File: src/rtl/tone_waveform_core.sv
// Phase-accumulator oscillator: saw / pulse / quarter-wave sine / silence behind one registered sample.
// Optional build macro AMPLITUDE_SCALE_EN scales every sample by amplitude/256.
module tone_waveform_core #(
  parameter int ACC_W     = 24,
  parameter int LUT_DEPTH = 256
) (
  input  logic        clk,
  input  logic        rst,
  input  logic [15:0] tone_freq,
  input  logic [1:0]  waveform_select,
  input  logic [11:0] pulse_width,
  input  logic [7:0]  amplitude,
  output logic [15:0] dout
);

  // Elaboration-time table entry: round(32767*sin(pi*(2k+1)/1024)) via a Q30 Taylor series.
  function automatic logic [14:0] sine_entry(input int k);
    longint x;
    longint x2;
    longint term;
    longint sum;
    longint scaled;
    x    = (64'sd3373259426 * longint'(2 * k + 1)) / 64'sd1024;
    x2   = (x * x) >>> 30;
    term = x;
    sum  = x;
    for (int n = 1; n < 8; n++) begin
      term = -((term * x2) >>> 30) / longint'((2 * n) * (2 * n + 1));
      sum  = sum + term;
    end
    scaled = (sum * 64'sd32767 + (64'sd1 <<< 29)) >>> 30;
    return scaled[14:0];
  endfunction

  logic [14:0] sine_rom [LUT_DEPTH];

  for (genvar k = 0; k < LUT_DEPTH; k++) begin : g_rom
    localparam logic [14:0] ENTRY = sine_entry(k);
    assign sine_rom[k] = ENTRY;
  end

  logic [ACC_W-1:0] acc_q, acc_d;
  logic [15:0]      dout_q, dout_d;
  logic [15:0]      wave;
  logic [9:0]       phase;
  logic [7:0]       sine_idx;
  logic [14:0]      sine_mag;
  logic [15:0]      sine_val;

  assign acc_d = acc_q + ACC_W'(tone_freq);

  // Odd quadrants read the table backwards; 255-i is just the bitwise inverse of i.
  assign phase    = acc_q[23:14];
  assign sine_idx = phase[8] ? ~phase[7:0] : phase[7:0];
  assign sine_mag = sine_rom[sine_idx];
  assign sine_val = phase[9] ? (16'd32767 - {1'b0, sine_mag})
                             : (16'd32768 + {1'b0, sine_mag});

  always_comb begin
    wave = 16'h8000;
    case (waveform_select)
      2'd0:    wave = acc_q[23:8];
      2'd1:    wave = (acc_q[23:12] <= pulse_width) ? 16'hFFFF : 16'h0000;
      2'd2:    wave = sine_val;
      default: wave = 16'h8000;
    endcase
  end

`ifdef AMPLITUDE_SCALE_EN
  logic [23:0] scaled_prod;
  assign scaled_prod = {8'h00, wave} * {16'h0000, amplitude};
  assign dout_d      = scaled_prod[23:8];
`else
  logic unused_amplitude;
  assign unused_amplitude = ^amplitude;
  assign dout_d           = wave;
`endif

  always_ff @(posedge clk or posedge rst) begin
    if (rst) begin
      acc_q  <= '0;
      dout_q <= 16'h0000;
    end else begin
      acc_q  <= acc_d;
      dout_q <= dout_d;
    end
  end

  assign dout = dout_q;

endmodule

File: config.mk
export PLATFORM = sky130hd
export DESIGN_NAME = tone_waveform_core
export DESIGN_NICKNAME = d
export VERILOG_FILES = /design/src/rtl/tone_waveform_core.sv
export SDC_FILE = /design/constraint.sdc
export NUM_CORES = 1
export LEC_CHECK = 0
export CORE_MARGIN = 2
export CORE_UTILIZATION = 28
export CTS_CLUSTER_DIAMETER = 100
export DETAILED_ROUTE_END_ITERATION = 16
export PLACE_DENSITY_LB_ADDON = 0.12
export SLEW_MARGIN = 20
export SYNTH_ARGS = -nofsm -noshare
export SYNTH_HDL_FRONTEND = slang
export SYNTH_SLANG_ARGS = --single-unit
File: constraint.sdc
create_clock -name clk -period 3.6 [get_ports clk]
set_input_delay 0.36 -clock clk [delete_from_list [all_inputs] [get_ports clk]]
set_output_delay 0.36 -clock clk [all_outputs]
set_load 0.01 [all_outputs]
==> flow_summary.ini <==
[sta]
max-slew-margin-rel_pct = 22.5
max_slew.worst_pin.slew_ns = 1.16
grt_setup_unrepaired = no
hold_viol = 0
timing.fmax_mhz = 280
fin_crit_sh_pct = 99.1
period_minus_slack_ns = 3.57
skew_ns = 0.00971
finalSetupViolCount = 0
drv_slew = 0

[route]
drtIter0Drc = 2721
route.detailed.drc = 0
wirelength_um = 72900
first_pass_iters = 6
avgViaCountPerCell = 7.04
num_vias = 14700
detail-route-antenna-nets = 0
routedWlPerCell_um = 34.8

[clocking]
clkTransAtPathRegs_ns = 0.06
clockBufferDepth = 2
cts_root_buf = clkbuf_16
clkLatencyLatePin_ns = 0.29
cts_tree = built
cts_buffers = 5
cts_htree_levels = 2
cts_sinks = 40

[synthesis]
synthTopCellsByArea = dfrtp_1 (9.6%), o21ai_0 (8.2%), a21oi_1 (7.9%), buf_2 (4.5%), ha_1 (4.3%)
ys_ff_latch = 40
synth_mux_area_share_pct = 1.01
synth_top_family_by_area = compound AO/OA/AOI/OAI gates
synth_commonest_cells = o21ai_0 (170), a21oi_1 (164), nand2_1 (96)
synth_edf_count = 0
synth_warnings = 0
yosys.area_share.simple_pct = 23.2
synth_xor_area_share_pct = 5.05
avgSynthCellArea_um2 = 6.78
synth_top_area_share_pct = 9.60
synthAdderAreaFrac_pct = 4.70
synthFlopType = dfrtp_1
seq_area_frac_synth_pct = 9.60
synth_most_common_cell = o21ai_0
yosys.cell_types.count = 96
async_flop_share_pct = 100
synth_top_area_cell = dfrtp_1
mappedNetlistArea_um2 = 10400
synthCells = 1537
synth_compound_area_share_pct = 45.3
synth_nets = 1614

[floorplanning]
coreArea_um2 = 36600
rows = 70
die_w_um = 197
die_h_um = 197
ios = 56
dieArea_um2 = 38800
floorplan.initialDensity_pct = 28.5

[placement]
portBuffers = 47
finalWeightedCongestion = 1.06
hpwl_um = 55000

[cells_and_area]
area_growth_pct = 21.2
drive_above_1_share_pct = 18.5
fin_nets = 1698
utilization_pct = 34.5

[worst_setup_path]
worstRegToRegCells = 10
rr_endpoint = dout[3]$_DFF_PP0_
worst_ep_required_time_ns = 3.74
r2r_slack_ns = 0.03
cp_data_arrival_time_ns = 3.71
start_kind = register
end_kind = register
setup.worst_path.class = reg -> reg
rr_startpoint = acc_q[22]$_DFF_PP0_
cp_max_fo = 42

[hold_path]
worstHoldEndpoint = acc_q[0]$_DFF_PP0_
hold_path_class = reg -> reg
hold_path_depth = 1
min-delay-start = acc_q[0]$_DFF_PP0_

[global_route]
grt_antenna_before_repair = 7
grt_usage_pct = 36.7
grt-ovfl-total = 0
grt_max_degree = 49
grt_pass1_wl_um = 103000
grt_pass1_vias = 13400

[outcome]
outcome = complete, no violations

[run]
drv_cap = 0
[what timing repair did]
item | in CTS | in global routing
pin swaps | 0 | 1
setup buffers | 0 | 0
gates resized for setup | 2 | 7
setup endpoints to repair | 2 | 3
hold buffers | 0 | 0
[final cells by class]
cell class / count / area [um2]
Clock inverter: 3 / 47.5
Fill cell: 4030 / 24000
Timing Repair Buffer: 273 / 2420
Sequential cell: 40 / 1020
Tap cell: 468 / 586
Clock buffer: 5 / 125
Antenna cell: 5 / 12.5
Multi-Input combinational cell: 1271 / 8310
Inverter: 30 / 113
[flip-flops by register name, summed over array words and instances (netlist names)]
| name | count |
|---|---|
| dout | 16 |
| acc_q | 24 |
[cells by family after synthesis]
logic type | count (synthesis)
flip-flops | 40
adder cells (fa/ha/maj) | 39
AO/OA/AOI/OAI | 719
AND/OR/NAND/NOR | 452
XOR/XNOR | 52
buffers and inverters | 226
multiplexers | 9
[metal layers]
layer	part of all wire [%]	vias to the layer above	global-route usage, %
met5	0.058	-	0
met1	40	6975	49.9
met3	13	316	10.4
met2	40	1366	53.1
met4	6.6	6	17.6
li1	-	6083	-
[worst max-delay path: stages, from the launching register on]
cell and delay, ns:
dfrtp_4 0.54, buf_12 0.26, nand2b_1 0.40, a21oi_1 0.24, a211oi_1 0.08, o311ai_0 0.94, a2111oi_2 0.24, buf_4 0.21
o2bb2ai_1 0.20, xor2_1 0.17, o21ai_1 0.11
[layout by cell type, fill, tap and decap left out, drive strengths merged, types with 8 or more instances in the layout]
cell type      Yosys  final
buf              137    226
o211ai            32     32
nor3b              9      9
nand3b             9      9
a211oi            28     28
a21o              24     24
o221ai            13     13
o21ai            180    180
a32oi             11     11
a2111oi           20     20
o31ai             12     12
a221o              8      8
dfrtp             40     40
a31oi             33     33
o21a               9      9
a22oi             12     12
ha                36     36
and2              14     14
nor3              55     55
xor2              14     14
nor2b             23     23
nand3             41     41
nand4             11     11
clkdlybuf4s50      0     47
a311oi            17     17
or3b              11     11
o311ai             8      8
o2111ai            9      9
nand2b            43     43
a221oi            25     25
a21oi            164    164
nor2              73     73
nand2             97     97
xnor2             38     38
o32ai             13     13
or2               13     13
inv               26     26
and3               9      9
or3               13     13
o22ai             46     46
[stage by stage]
stage	worst slack (ns)	hold slack [ns]	cells	TNS, ns	instance area, um2
floorplan	0.621	0.443	1537	0	10400
global placement	-0.141	0.453	2082	-0.158	12400
detailed placement	-0.0877	0.461	2082	-0.115	12400
CTS	0.0588	0.477	2090	0	12600
global route	0.000169	0.506	2090	0	12600
finish	0.0332	0.473	2095	0	12600
[how the worst max path moves through the flow]
stage	to	slack, ns	from	depth (start not counted)
after floorplan	dout[3]$_DFF_PP0_	0.62	acc_q[22]$_DFF_PP0_	16
after detailed placement	dout[5]$_DFF_PP0_	-0.09	acc_q[16]$_DFF_PP0_	14
after global placement	dout[5]$_DFF_PP0_	-0.14	acc_q[16]$_DFF_PP0_	14
final	dout[3]$_DFF_PP0_	0.03	acc_q[22]$_DFF_PP0_	10
after CTS	dout[3]$_DFF_PP0_	0.06	acc_q[16]$_DFF_PP0_	12
after global routing	dout[6]$_DFF_PP0_	0.0002	acc_q[22]$_DFF_PP0_	11
Power is not shown: default switching activity piles up to over one toggle a cycle in this logic, so the estimate is an artifact.
